<file path="config.mk">
export PLATFORM = sky130hd
export DESIGN_NAME = mem_stage_sram_flat
export DESIGN_NICKNAME = d
export VERILOG_FILES = /design/src/rtl/mem_stage_sram_if.sv /design/src/rtl/mem_stage_sram.sv /design/src/flat_wrapper.sv
export SDC_FILE = /design/constraint.sdc
export NUM_CORES = 1
export LEC_CHECK = 0
export ABC_AREA = 1
export CORE_MARGIN = 2
export CORE_UTILIZATION = 47
export DETAILED_ROUTE_END_ITERATION = 12
export PLACE_DENSITY = 0.81
export SLEW_MARGIN = 20
export SYNTH_ARGS = -nofsm -noshare
export SYNTH_HDL_FRONTEND = slang
export SYNTH_SLANG_ARGS = --single-unit
</file>
<file path="constraint.sdc">
create_clock -name clk -period 5.9 [get_ports clk]
set_input_delay 0.59 -clock clk [delete_from_list [all_inputs] [get_ports clk]]
set_output_delay 0.59 -clock clk [all_outputs]
set_load 0.02 [all_outputs]
</file>
<file path="src/rtl/mem_stage_sram_if.sv">
// External 16-bit SRAM bus seen from the memory stage.
interface mem_stage_sram_if #(
  parameter int unsigned SRAM_AW = 18
);
  logic [SRAM_AW-1:0] sram_addr;
  logic [15:0]        sram_dq_out;
  logic               sram_dq_oe;
  logic [15:0]        sram_dq_in;
  logic               sram_we_n;

  modport master (
    output sram_addr, sram_dq_out, sram_dq_oe, sram_we_n,
    input  sram_dq_in
  );

  modport slave (
    input  sram_addr, sram_dq_out, sram_dq_oe, sram_we_n,
    output sram_dq_in
  );
endinterface

</file>
<file path="src/rtl/mem_stage_sram.sv">
// ARM pipeline memory stage: word LDR/STR as two half-word SRAM transfers, plus MEM/WB register.
// Optional macro SRAM_ADDR_CHECK_EN adds an address range check and a sticky addr_err output.
module mem_stage_sram #(
  parameter int unsigned BASE_ADDR   = 1024,
  parameter int unsigned WAIT_CYCLES = 4,
  parameter int unsigned SRAM_AW     = 18
) (
  input  logic             clk,
  input  logic             rst,
  input  logic             WB_en_in,
  input  logic             MEM_r_en_in,
  input  logic             MEM_w_en_in,
  input  logic [31:0]      alu_res_in,
  input  logic [31:0]      val_rm_in,
  input  logic [3:0]       dest_in,
  output logic             ready,
  output logic             WB_en_out,
  output logic             MEM_r_en_out,
  output logic [31:0]      alu_res_out,
  output logic [31:0]      mem_data_out,
  output logic [3:0]       dest_out,
`ifdef SRAM_ADDR_CHECK_EN
  output logic             addr_err,
`endif
  mem_stage_sram_if.master sram
);

  typedef enum logic [1:0] {StIdle, StLo, StHi, StDone} state_e;

  localparam logic [3:0]  CntInit = 4'(WAIT_CYCLES - 1);
  localparam logic [31:0] Base    = 32'(BASE_ADDR);

  state_e             state;
  logic [3:0]         cnt;
  logic [15:0]        lo_reg, hi_reg;
  logic [SRAM_AW-1:0] addr_q;
  logic [15:0]        dq_out_q;
  logic               dq_oe_q, we_n_q;

  logic               req, is_store, is_load, req_go, oor;
  logic [SRAM_AW-2:0] word_idx;

  assign req      = MEM_r_en_in | MEM_w_en_in;
  assign is_store = MEM_w_en_in;
  assign is_load  = MEM_r_en_in & ~MEM_w_en_in;
  assign word_idx = (SRAM_AW-1)'((alu_res_in - Base) >> 2);

`ifdef SRAM_ADDR_CHECK_EN
  // Word index must fit in SRAM_AW-1 bits, i.e. byte offset below 2^(SRAM_AW+1).
  assign oor = (alu_res_in < Base) || (((alu_res_in - Base) >> (SRAM_AW + 1)) != 32'd0);
`else
  assign oor = 1'b0;
`endif

  assign req_go = req & ~oor;
  assign ready  = ((state == StIdle) && !req_go) || (state == StDone);

  assign sram.sram_addr   = addr_q;
  assign sram.sram_dq_out = dq_out_q;
  assign sram.sram_dq_oe  = dq_oe_q;
  assign sram.sram_we_n   = we_n_q;

  always_ff @(posedge clk or posedge rst) begin
    if (rst) begin
      state        <= StIdle;
      cnt          <= 4'd0;
      lo_reg       <= 16'd0;
      hi_reg       <= 16'd0;
      addr_q       <= '0;
      dq_out_q     <= 16'd0;
      dq_oe_q      <= 1'b0;
      we_n_q       <= 1'b1;
      WB_en_out    <= 1'b0;
      MEM_r_en_out <= 1'b0;
      alu_res_out  <= 32'd0;
      mem_data_out <= 32'd0;
      dest_out     <= 4'd0;
`ifdef SRAM_ADDR_CHECK_EN
      addr_err     <= 1'b0;
`endif
    end else begin
      unique case (state)
        StIdle: begin
          if (req_go) begin
            state    <= StLo;
            cnt      <= CntInit;
            addr_q   <= {word_idx, 1'b0};
            we_n_q   <= ~is_store;
            dq_oe_q  <= is_store;
            dq_out_q <= is_store ? val_rm_in[15:0] : 16'd0;
          end
        end
        StLo: begin
          if (cnt == 4'd0) begin
            lo_reg <= sram.sram_dq_in;
            state  <= StHi;
            cnt    <= CntInit;
            addr_q <= {word_idx, 1'b1};
            if (is_store) dq_out_q <= val_rm_in[31:16];
          end else begin
            cnt <= cnt - 4'd1;
          end
        end
        StHi: begin
          if (cnt == 4'd0) begin
            hi_reg  <= sram.sram_dq_in;
            state   <= StDone;
            we_n_q  <= 1'b1;
            dq_oe_q <= 1'b0;
          end else begin
            cnt <= cnt - 4'd1;
          end
        end
        // Request deliberately not re-sampled here: the held instruction must not re-issue.
        StDone:  state <= StIdle;
        default: state <= StIdle;
      endcase

      if (ready) begin
        WB_en_out    <= WB_en_in;
        MEM_r_en_out <= MEM_r_en_in;
        alu_res_out  <= alu_res_in;
        dest_out     <= dest_in;
        if (is_load) mem_data_out <= oor ? 32'd0 : {hi_reg, lo_reg};
      end

`ifdef SRAM_ADDR_CHECK_EN
      if (req && oor) addr_err <= 1'b1;
`endif
    end
  end

endmodule

</file>
<file path="src/flat_wrapper.sv">
// flat-port wrapper written by rule: the top's interface ports become plain ports
module mem_stage_sram_flat 
#(
  parameter int unsigned BASE_ADDR   = 1024,
  parameter int unsigned WAIT_CYCLES = 4,
  parameter int unsigned SRAM_AW     = 18
)
  (clk, rst, WB_en_in, MEM_r_en_in, MEM_w_en_in, alu_res_in, val_rm_in, dest_in, ready, WB_en_out, MEM_r_en_out, alu_res_out, mem_data_out, dest_out, sram_sram_addr, sram_sram_dq_out, sram_sram_dq_oe, sram_sram_we_n, sram_sram_dq_in);
  mem_stage_sram_if #(.SRAM_AW(SRAM_AW)) sram_i ();
  input  logic clk;
  input  logic rst;
  input  logic WB_en_in;
  input  logic MEM_r_en_in;
  input  logic MEM_w_en_in;
  input  logic [31:0] alu_res_in;
  input  logic [31:0] val_rm_in;
  input  logic [3:0] dest_in;
  output logic ready;
  output logic WB_en_out;
  output logic MEM_r_en_out;
  output logic [31:0] alu_res_out;
  output logic [31:0] mem_data_out;
  output logic [3:0] dest_out;
  output wire logic [$bits(sram_i.sram_addr)-1:0] sram_sram_addr;
  output wire logic [$bits(sram_i.sram_dq_out)-1:0] sram_sram_dq_out;
  output wire logic [$bits(sram_i.sram_dq_oe)-1:0] sram_sram_dq_oe;
  output wire logic [$bits(sram_i.sram_we_n)-1:0] sram_sram_we_n;
  input wire logic [$bits(sram_i.sram_dq_in)-1:0] sram_sram_dq_in;
  assign sram_sram_addr = sram_i.sram_addr;
  assign sram_sram_dq_out = sram_i.sram_dq_out;
  assign sram_sram_dq_oe = sram_i.sram_dq_oe;
  assign sram_sram_we_n = sram_i.sram_we_n;
  assign sram_i.sram_dq_in = sram_sram_dq_in;
  mem_stage_sram #(.BASE_ADDR(BASE_ADDR), .WAIT_CYCLES(WAIT_CYCLES), .SRAM_AW(SRAM_AW)) u_core (.clk(clk), .rst(rst), .WB_en_in(WB_en_in), .MEM_r_en_in(MEM_r_en_in), .MEM_w_en_in(MEM_w_en_in), .alu_res_in(alu_res_in), .val_rm_in(val_rm_in), .dest_in(dest_in), .ready(ready), .WB_en_out(WB_en_out), .MEM_r_en_out(MEM_r_en_out), .alu_res_out(alu_res_out), .mem_data_out(mem_data_out), .dest_out(dest_out), .sram(sram_i));
endmodule
</file>
======== Word level (Yosys, flattened, before mapping) ========
Index checks and enable logic that the tools add are counted.
operators by class
  $add $sub $neg .......................... 2
  eq/ne operators ......................... 8
  multiplexer cells ....................... 22
  bitwise gates (word level) .............. 3
  reduce and logical (&&, ||, !) cells .... 16
operators with widths
  operator                  number
  $mux W16                  4
  $mux W18                  2
  $pmux W18 S2              1
  $pmux W16 S2              1
  $sub A19 B11 Y19 const B  1
  $mux W4                   3
  $pmux W4 S3               1
  $reduce_and A3 Y1         4
  $pmux W2 S4               1
  $mux W2                   3
  $ne A2 B1 Y1 const B      3
  $reduce_and A2 Y1         3
  $eq A2 B2 Y1 const B      2
  $logic_not A4 Y1          1
  $mux W1                   4
  $ne A2 B2 Y1 const B      2
  $pmux W1 S2               2
  $reduce_and A4 Y1         1
  $reduce_bool A2 Y1        2
  $sub A4 B1 Y4 const B     1
  $reduce_bool A3 Y1        1
  $eq A2 B1 Y1 const B      1
  $logic_not A2 Y1          1
  $and A1 B1 Y1             1
  other kinds (5)           5
word-level totals
  register bits ........................... 144

======== Depth between registers and ports, before layout ========
  word-level depth ........................ 5
  depth in mapped cells ................... 9

======== Worst setup path after synthesis ========
OpenSTA, ideal clock, no wires.
  path kind ............................... input to output
  start point ............................. input port MEM_w_en_in
  end point ............................... output port ready
  arrival ................................. 1.157 ns
  slack ................................... 4.153 ns
  stages on the path ...................... 4
  buffers on the path ..................... 1
  path through ............................ nor2_2 nand2_2 nand2_2 buf_2
on the way
  word-level cells in the longest chain between the ends .. 4
RTL lines
  what                 RTL line              source
  from (decl)          flat_wrapper.sv:14    input logic MEM_w_en_in;
  $or A1 B1 Y1         mem_stage_sram.sv:43  assign req = MEM_r_en_in | MEM_w_en_in;
  $logic_not A1 Y1     mem_stage_sram.sv:56  assign ready = ((state == StIdle) && !req_go) || (state == StDone);
  $logic_and A1 B1 Y1  mem_stage_sram.sv:56
  $logic_or A1 B1 Y1   mem_stage_sram.sv:56
  to (decl)            flat_wrapper.sv:18    output logic ready;
Every way passes these cells.

======== Final worst setup path ========
Ends and elaborated chain as after synthesis.

==> flow_summary.ini <==
[run_status]
outcome = complete, no violations

[worst_setup_path]
end_kind = output pin
crit_buf_inv = 2
cpMaxStageDelayCell = clkdlybuf4s50_1
critical_path.max_stage_delay_ns = 0.79
startpoint_type = input port
critPathKind = in2out
worstPathRequired_ns = 5.31
critPathMaxFanout = 31
cp_cell_sequence = clkdlybuf4s50_1 -> nor2_2 -> nand2_2 -> nand2_2 -> clkdlybuf4s50_1
critPathArrivalTime_ns = 3.10
cpLargestDelayFamily = buffers and inverters

[drt]
wl_um = 14600
num_vias = 4974
wl_met3_um = 1240
drt_iter0_markers = 344
met1_length_um = 6190
drtAntennaViolNets = 0
first_pass_iters = 4
drc_errors = 0
wl_per_cell_um = 13.8
highest_layer = met4
wl_met2_um = 6970
vias_per_cell = 4.71

[timing]
worstMarginPinSlew_ns = 0.862
max_freq_ghz = 0.271
finalCritPeriodShare_pct = 62.6
finClkSkew_ns = 0.0129
drv_slew = 0
max_slew_margin_pct = 42.5
hold_violations = 0
setup-tns-final_ns = 0
rsz0062_at_grt = no
setup_viol = 0
period_needed_ns = 3.69

[yosys]
yosys_most_used_dff = dfrtp_1
yosys_warnings = 0
syn_inst = 686
yosysSeqAreaShare_pct = 58.2
avgSynthCellArea_um2 = 9.02
ys_ff_latch = 144
synthArstFlopShare_pct = 100
ys_types = 27
synth_edf_count = 0
syn_nets = 782
syn-cell-area_um2 = 6190

[cells_and_area]
n_antenna_cell = 0
drive_above_1_share_pct = 8.94
nNetsFinal = 967
post-route-util_pct = 69.5
syn2layout_area_growth_pct = 42.8

[pwr]
irDropWorstVdd_mv = 0.352
pwr-share-comb_pct = 46.4
p_int_mw = 3.23
seqPwrFrac_pct = 32.3
switching_share_pct = 39.4
p_clk_share_pct = 21.3
switching_power_mw = 2.10
p_leak_nw = 4.20
power.density_nw_per_um2 = 603

[clock_tree]
clock_sinks = 144
cts.htree.levels = 4
cts_made_buffers = 17
post-cts-setup-buffers = 0
cts_tree = done
clk_path_buf_depth = 2
holdBufCountCts = 0
path_clk_slew_ns = 0.06
clockRootBuffer = clkbuf_16
ctsResizeCount = 0
clkLatencyLatePin_ns = 0.41

[global_routing]
grt_max_degree = 91
track_usage_pct = 21.6
grt_pass1_wl_um = 24300
grt_pass1_vias = 4914
antenna_found_initial = 0
overflow = 0

[floorplan]
rows = 41
die_x_um = 119
core_um2 = 12700
die_area_um2 = 14100
start_util_pct = 48.6
die_h_um = 119
pin_count = 196

[min_path]
hp-class = reg2reg

[place]
dp_hpwl_um = 9990
gp_congestion = 0.868
io_buffers = 195

[run]
drv_cap = 0
## per-stage QoR
step	area, um^2	hold WS (ns)	setup WS, ns	instances	power, mW
after floorplan	6190	0.453	1.45	686	3.20
after detailed placement	8170	0.459	2.16	1023	4.19
final	8840	0.469	2.21	1056	5.33
after global placement	8170	0.453	2.20	1023	4.13
after CTS	8810	0.473	2.15	1055	5.37
after global routing	8840	0.495	2.00	1056	5.71
## cells in the final DEF, fill, tap and decap left out, types with 2 or more instances in the layout
| cell | Yosys | routed |
|---|---|---|
| clkinvlp_4 | 0 | 3 |
| o21ai_1 | 22 | 22 |
| o21ai_0 | 32 | 32 |
| inv_2 | 2 | 2 |
| dfrtp_1 | 143 | 143 |
| bufinv_16 | 0 | 4 |
| and2_0 | 16 | 16 |
| nand3_1 | 27 | 27 |
| xor2_1 | 2 | 2 |
| nand3_2 | 3 | 3 |
| inv_6 | 0 | 3 |
| nand2_2 | 3 | 3 |
| inv_1 | 58 | 57 |
| clkinv_4 | 0 | 4 |
| nor2_1 | 26 | 26 |
| o21ai_2 | 32 | 32 |
| clkbuf_16 | 0 | 17 |
| clkdlybuf4s50_1 | 0 | 195 |
| a21oi_1 | 19 | 18 |
| nor2_2 | 2 | 2 |
| ha_1 | 7 | 7 |
| nand2_1 | 254 | 254 |
## Yosys cell counts, types with 6 or more instances
| master | n | share of area, % |
|---|---|---|
| dfrtp_1 | 143 | 58 |
| nand3_1 | 27 | 2.2 |
| a21oi_1 | 19 | 1.5 |
| buf_2 | 17 | 1.4 |
| and2_0 | 16 | 1.6 |
| ha_1 | 7 | 1.4 |
| buf_6 | 6 | 1.1 |
| buf_4 | 6 | 0.73 |
| nand2_1 | 254 | 15 |
| o21ai_2 | 32 | 4.5 |
| o21ai_1 | 22 | 1.8 |
| inv_1 | 58 | 3.5 |
| nor2_1 | 26 | 1.6 |
| o21ai_0 | 32 | 2.6 |
## worst paths after layout
kind	startpoint	end	slack, ns	depth (start not counted)
min in group asynchronous	rst	u_core.alu_res_out[1]	0.70	2
max in group asynchronous	rst	u_core.mem_data_out[9]	4.04	3
min	u_core.alu_res_out[21]	u_core.alu_res_out[21]	0.47	2
max	MEM_w_en_in	ready	2.21	5
min reg2reg	u_core.alu_res_out[21]	u_core.alu_res_out[21]	0.47	2
max reg2reg	u_core.state[0]	u_core.mem_data_out[17]	3.13	7
## logic make-up (layout without fill, tap and decap cells)
logic type / Yosys count / after routing / share of synthesized area (%)
xor gates and xnor gates: 3 / 3 / 0.425
AOI/OAI and AO/OA: 107 / 107 / 10.7
DFF: 144 / 144 / 58.2
buffers and inverters: 91 / 289 / 6.96
adders and majority gates: 7 / 7 / 1.42
and+or+nand+nor: 334 / 334 / 22.3
## power groups by stage
stage / logic (mW) / registers [mW] / clock network [mW]
6_report: 2.47 / 1.72 / 1.14
5_1_grt: 2.73 / 1.77 / 1.21
4_1_cts: 2.49 / 1.72 / 1.16
3_5_place_dp: 2.47 / 1.72 / 0
3_3_place_gp: 2.42 / 1.71 / 0
2_1_floorplan: 1.09 / 2.11 / 0
## layout make-up
type	instances	area [um^2]
inverter	60	230
multi-input combinational	451	2160
clock buffer	18	429
tap	172	215
fill	1014	3880
timing repair buffer	197	1990
sequential	144	3600
clock inverter	14	206
## per-layer routing
layer,global-route usage (%),vias up
li1,-,2518
met1,27.3,2293
met2,34.1,148
met3,9.22,15
met4,6.32,0
met5,0,-
## worst min-delay path: stages (launching register included)
cell     delay (ns)
dfrtp_1        0.34
nand2_1        0.05
nand2_1        0.05
Power figures use the tool's default switching activity.
